File: config.mk
export PLATFORM = sky130hd
export DESIGN_NAME = tt_um_ieee_demo
export DESIGN_NICKNAME = d
export VERILOG_FILES = /design/src/rtl/tt_um_ieee_demo.sv
export SDC_FILE = /design/constraint.sdc
export NUM_CORES = 1
export LEC_CHECK = 0
export BUFFER_PORTS_ARGS = -buffer_cell sky130_fd_sc_hd__buf_2
export CAP_MARGIN = 20
export CORE_ASPECT_RATIO = 1.25
export CORE_MARGIN = 2
export CORE_UTILIZATION = 39
export DETAILED_ROUTE_END_ITERATION = 12
export PLACE_DENSITY_LB_ADDON = 0.08
export SETUP_SLACK_MARGIN = 0.15
export SLEW_MARGIN = 10
export SYNTH_ARGS = -nofsm -noshare
export SYNTH_HDL_FRONTEND = slang
export SYNTH_SLANG_ARGS = --single-unit
File: constraint.sdc
create_clock -name clk -period 2.7 [get_ports clk]
set_input_delay 0.81 -clock clk [delete_from_list [all_inputs] [get_ports clk]]
set_output_delay 0.81 -clock clk [all_outputs]
set_load 0.01 [all_outputs]
File: src/rtl/tt_um_ieee_demo.sv
// Iterative Fibonacci tile: latches index n on a start strobe, performs one
// 8-bit wrapping Fibonacci step per clock, then presents F(n) mod 256.
module tt_um_ieee_demo (
  input  logic       clk,
  input  logic       rst_n,   // active-high asynchronous reset; keeps the tile's pin name
  input  logic       ena,
  input  logic [7:0] ui_in,
  output logic [7:0] uo_out,
  input  logic [7:0] uio_in,
  output logic [7:0] uio_out,
  output logic [7:0] uio_oe
);

  typedef enum logic {
    IDLE = 1'b0,
    CALC = 1'b1
  } state_t;

  state_t     state, state_nx;
  logic [7:0] a, a_nx;
  logic [7:0] b, b_nx;
  logic [7:0] cnt, cnt_nx;
  logic [7:0] res, res_nx;
  logic       stb;
  logic       busy;

  // Tile-select and the upper bidirectional inputs carry no meaning here.
  logic unused_inputs;
  assign unused_inputs = &{1'b0, ena, uio_in[7:1]};

  assign stb  = uio_in[0];
  assign busy = (state == CALC);

  // Next-state and datapath: accept a start in IDLE, step or finish in CALC.
  always_comb begin
    // NOTE: every next-value defaults to the current register first, so no
    // path through the case can leave a signal unassigned and infer a latch.
    state_nx = state;
    a_nx     = a;
    b_nx     = b;
    cnt_nx   = cnt;
    res_nx   = res;
    case (state)
      IDLE: begin
        if (stb) begin
          a_nx     = 8'd0;
          b_nx     = 8'd1;
          cnt_nx   = ui_in;
          state_nx = CALC;
        end
      end
      CALC: begin
        // stb and ui_in are deliberately not looked at while computing.
        if (cnt == 8'd0) begin
          res_nx   = a;
          state_nx = IDLE;
        end else begin
          a_nx   = b;
          b_nx   = a + b;  // 8-bit sum wraps modulo 256
          cnt_nx = cnt - 8'd1;
        end
      end
      default: state_nx = IDLE;
    endcase
  end

  // State and datapath registers; reset aborts any computation in flight.
  always_ff @(posedge clk or posedge rst_n) begin
    if (rst_n) begin
      state <= IDLE;
      a     <= 8'd0;
      b     <= 8'd1;
      cnt   <= 8'd0;
      res   <= 8'd0;
    end else begin
      // NOTE: non-blocking assignments so all registers update from the same
      // pre-edge values, exactly like the hardware flops they describe.
      state <= state_nx;
      a     <= a_nx;
      b     <= b_nx;
      cnt   <= cnt_nx;
      res   <= res_nx;
    end
  end

  assign uo_out  = res;
  assign uio_out = {6'b0, busy, 1'b0};
  assign uio_oe  = 8'b0000_0010;

endmodule

* Word-level counts from Yosys, hierarchy flattened
Cells that the tools add are included.
** Storage, ports and cells
- Bits in registers :: 33
- Input bits :: 19
- Output and inout bits :: 24
- Logic and storage cells :: 25
** Operators by class
- Add/subtract/negate cells :: 2
- Eq/ne operators :: 2
- Multiplexer cells :: 12
- Bitwise logic cells :: 1
- Reductions and logical operators :: 3
** Operators by type and width (number)
- 8-bit two-way mux :: 6
- 8-bit one-hot mux with 2 select lines :: 3
- 8-bit adder :: 1
- 8-bit logical NOT :: 1
- 8-bit by 1-bit subtractor with 8-bit output, second input constant :: 1
- 2-bit inequality test, second input constant :: 2
- 2-bit AND reduction :: 2
- 1-bit two-way mux :: 2
- 1-bit one-hot mux with 2 select lines :: 1
- 1-bit NOT :: 1

* Longest topological paths before layout
- Word-level depth :: 3
- Depth in mapped cells :: 7
- Mapped depth without buffers :: 7

* Worst setup path before layout
No wires, ideal clock.
- Kind :: reg-to-reg
- Start :: register a[0]
- End :: register b[6]
- Library setup time :: 0.121 ns
- Data arrival time :: 1.794 ns
- Required time :: 2.579 ns
- Slack :: 0.785 ns
- Cell stages (with the launch flop) :: 8
- Buffers on the path :: 0
- Period minus slack after synthesis :: 1.915 ns
- Path through :: dfrtp_1 ha_1 fa_1 a21o_1 a21oi_1 o211ai_1 xor2_1 a22o_1
** On the way
- Word-level cells in the longest chain between the ends :: 3
** RTL lines
- start: declaration :: RTL line 20 : logic [7:0] a, a_nx;
- start signal: assignment :: RTL line 79 : a <= a_nx;
- 8-bit adder :: RTL line 59 : b_nx = a + b;
- 8-bit two-way mux :: RTL line 54 : if (cnt == 8'd0) begin
- 8-bit one-hot mux with 2 select lines :: RTL line 43 : case (state)
- end signal: assignment :: RTL line 80 : b <= b_nx;
- end: declaration :: RTL line 21 : logic [7:0] b, b_nx;
No other way between the ends. The select of a mux whose other input is x is not followed.
A chain may end at the register's enable or synchronous reset.

* Final worst setup path
- Start :: register a[2]
- End :: register b[7]
The elaborated chain is that of the path after synthesis.

==> summary.md <==
| Metric | Value |
|---|---|
| Synthesized flop and latch total | 33 |
| Int Pwr | 0.00165 W |
| Die Y | 80.3 um |
| Final hold vios | 0 |
| Routed wire length | ~3.4 mm |
| Adder-cell share of the synthesized area | under 10% |
| Layout cells sized above 1 | 22.2% |
| LEAKAGE | approximately 1.0 nW |
| Critical Path Source Type | flop |
| FP Rows | 27 |
| Post-synthesis area per instance | 10.5 um^2 |
| Routability cong. | 0.890 |
| I/O pins | between 40 and 50 |
| Post-synthesis compound-gate area fraction | roughly 18% |
| ANT nets after route | 0 |
| CP max stage delay | ~0.40 ns |
| GRT Residual Overflow | 0 |
| Final worst-path cycle share | 77.2% |
| Status | finished, final reports clean |
| CTS max path bufs | 2 |
| Post_cts resized | 0 |
| Post-synth EDFFs | 0 |
| Cell count after synthesis | 173 |
| Total number of vias | about 1,300 |
| CP Class | reg -> reg |
| Net Sw Power | slightly above 0.0009 W |
| Antenna violations before repair | 0 |
| Max Slew Vio Count | 0 |
| CTS Hold Bufs | 0 |
| Largest net degree at the start of global routing | 34 |
| Pwr Total | ~0.0026 W |
| Sink Count | 33 |
| Die Wd | 65.0 um |
| First-pass DRT Iterations | 4 |
| Combinational share of power | ~44% |
| Initial Utilization | between 40% and 50% |
| Net Sw Frac | between 30% and 40% |
| Pwr Density | about 1300 nW/um^2 |
| CP delay by family, top | simple AND/OR/NAND/NOR gates |
| Mux share of post-synthesis cell area | under 10% |
| CTS Buf Count | 5 |
| Worst hold path type | reg -> reg |
| Asr flop ratio synth | between 90% and 100% |
| Minimum clock period | 2.08 ns |
| RSZ-0062 raised after global routing | false |
| Root Driver | clkbuf_8 |
| CORE AREA | 4460 um^2 |
| Critical-path cell list | ha_1 -> a21oi_1 -> a211oi_1 -> or3_1 -> nand3_1 -> or3b_1 |
| FMAX | 480 MHz |
| Clock network power share | 18.6% |
| Largest family of logic cells by synthesized area | compound AO/OA/AOI/OAI gates |
| CTS tree | built |
| Sequential area share after synthesis | between 40% and 50% |
| Crit path capture type | flop |
| PortBufs | 19 |
| DR WL/cell | between 10 and 15 um |
| Count of buffer and inverter cells on the critical path | 0 |
| Vias in the first global route | 1,241 |
| Post-CTS setup buffer count | 0 |
| NumNets Final | around 230 |
| Crit-path max FO | 4 |
| Clock slew at reported path FFs | about 0.07 ns |
| Simple-gate share of the synthesized area | approximately 11% |
| Yosys warnings | 0 |
| CP max stage cell | dfrtp_1 |
| Required time of the critical path | around 2.9 ns |
| Relative slew slack | 66.2% |
| # diodes | 0 |
| Htree depth | 2 |
| Worst-case clock skew | ~0.0052 ns |
| Commonest non-fill, non-tap cell in the layout | dfrtp_1 |
| Post-route DRC | 0 |
| Clock latency at the later pin of the worst-skew pair | between 0.2 and 0.3 ns |
| Number of max-cap violations | 0 |
| Fill count | around 460 |
| Layout area overhead | 12.7% |
| Final setup violation count | 0 |
| Ys flop type | dfrtp_1 |
| Critical Path AT | about 2.3 ns |
| Synthesized cell area | roughly 1800 um^2 |
| Post-synthesis cell type count | between 40 and 50 |
| Worst-Margin Slew | a little over 0.5 ns |
| GRT Total Usage | about 15% |
| First-pass GRT wire length | between 5 and 6 mm |
| Die area | about 5200 um^2 |
| Most frequent cells in the layout | dfrtp_1, buf_2, conb_1 |
| Area share of xor/xnor cells in the synthesized design | a little under 3% |
| Detailed Place HPWL | ~2.4 mm |
| Sequential share of power | 37.3% |
| TNS Setup | 0 ns |
| Initial DRC Count | 54 |
| Vias per cell | slightly above 5 |
| Peak VDD IR | 541 uV |
[power groups by stage]
stage / Sequential (W) / Clock, W / Combinational [W]
after floorplan: 0.000950 / 0 / 0.000925
after global placement: 0.000961 / 0 / 0.00111
after detailed placement: 0.000975 / 0 / 0.00114
after CTS: 0.000966 / 0.000498 / 0.00115
after global routing: 0.00100 / 0.000513 / 0.00131
final: 0.000961 / 0.000480 / 0.00113
[worst register-to-register path: cells and delay by family, from the launching register on]
kind            cells  cell delay, ns
flops               1            0.40
simple gates        3            0.83
compound gates      2            0.39
fa+ha+maj           1            0.36
[worst paths after layout]
kind	startpoint	to	slack, ns	cells after the start
worst max-delay path	a[2]	b[7]	0.62	6
worst min-delay path	uo_out[5]	uo_out[5]	0.50	1
worst max register to register	a[2]	b[7]	0.62	6
worst min register to register	uo_out[5]	uo_out[5]	0.50	1
max in group asynchronous	rst_n	b[0]	1.76	3
min in group asynchronous	rst_n	cnt[4]	0.60	3
[stage by stage]
step                hold slack (ns)  setup slack [ns]  instance area (um^2)  util (%)  instances
finish                        0.502             0.617                  2050      45.9        256
global route                  0.510             0.492                  2050      45.9        256
CTS                           0.506             0.612                  2050      45.9        256
detailed placement            0.490             0.575                  1930      43.3        248
global placement              0.483             0.584                  1930      43.3        248
floorplan                     0.476             0.785                  1860         -        186
[layout make-up]
type | count | area [um^2] | area share (%)
Inverter | 9 | 33.8 | 1.65
Multi-Input combinational cell | 124 | 865 | 42.2
Timing Repair Buffer | 24 | 133 | 6.48
Tap cell | 58 | 72.6 | 3.55
Clock buffer | 7 | 86.3 | 4.22
Sequential cell | 33 | 827 | 40.4
Clock inverter | 1 | 30.0 | 1.47
[cell families (layout without fill, tap and decap cells)]
| group | after synthesis | count (layout) |
|---|---|---|
| AO/OA/AOI/OAI | 47 | 47 |
| XOR/XNOR | 6 | 6 |
| adder cells (fa/ha/maj) | 10 | 10 |
| buffers and inverters | 29 | 41 |
| flip-flops | 33 | 33 |
| multiplexers | 9 | 9 |
| other | 2 | 15 |
| AND/OR/NAND/NOR | 37 | 37 |
[synthesized netlist by cell type, drive strengths merged (3+ instances only)]
cell	n	area, um^2
a21oi	10	50.1
a22o	13	114
buf	19	135
dfrtp	32	801
ha	9	113
inv	8	30.0
mux2	8	90.1
nand2	13	48.8
nand3	6	30.0
nor2	5	18.8
nor3	3	15.0
o21ai	9	45.0
o22ai	3	18.8
xor2	4	35.0
[state kept, by name (all words and copies together), names as in the netlist]
signal	flops
b	8
cnt	8
busy	1
uo_out	8
a	8
[layer usage]
metal / global-route usage (%) / wire, um
met2: 24.4 / 1620
met5: 0 / 0
met3: 3.36 / 132
met1: 18.6 / 1560
met4: 6.88 / 83
Note: power is estimated with default switching activity, not from simulation.
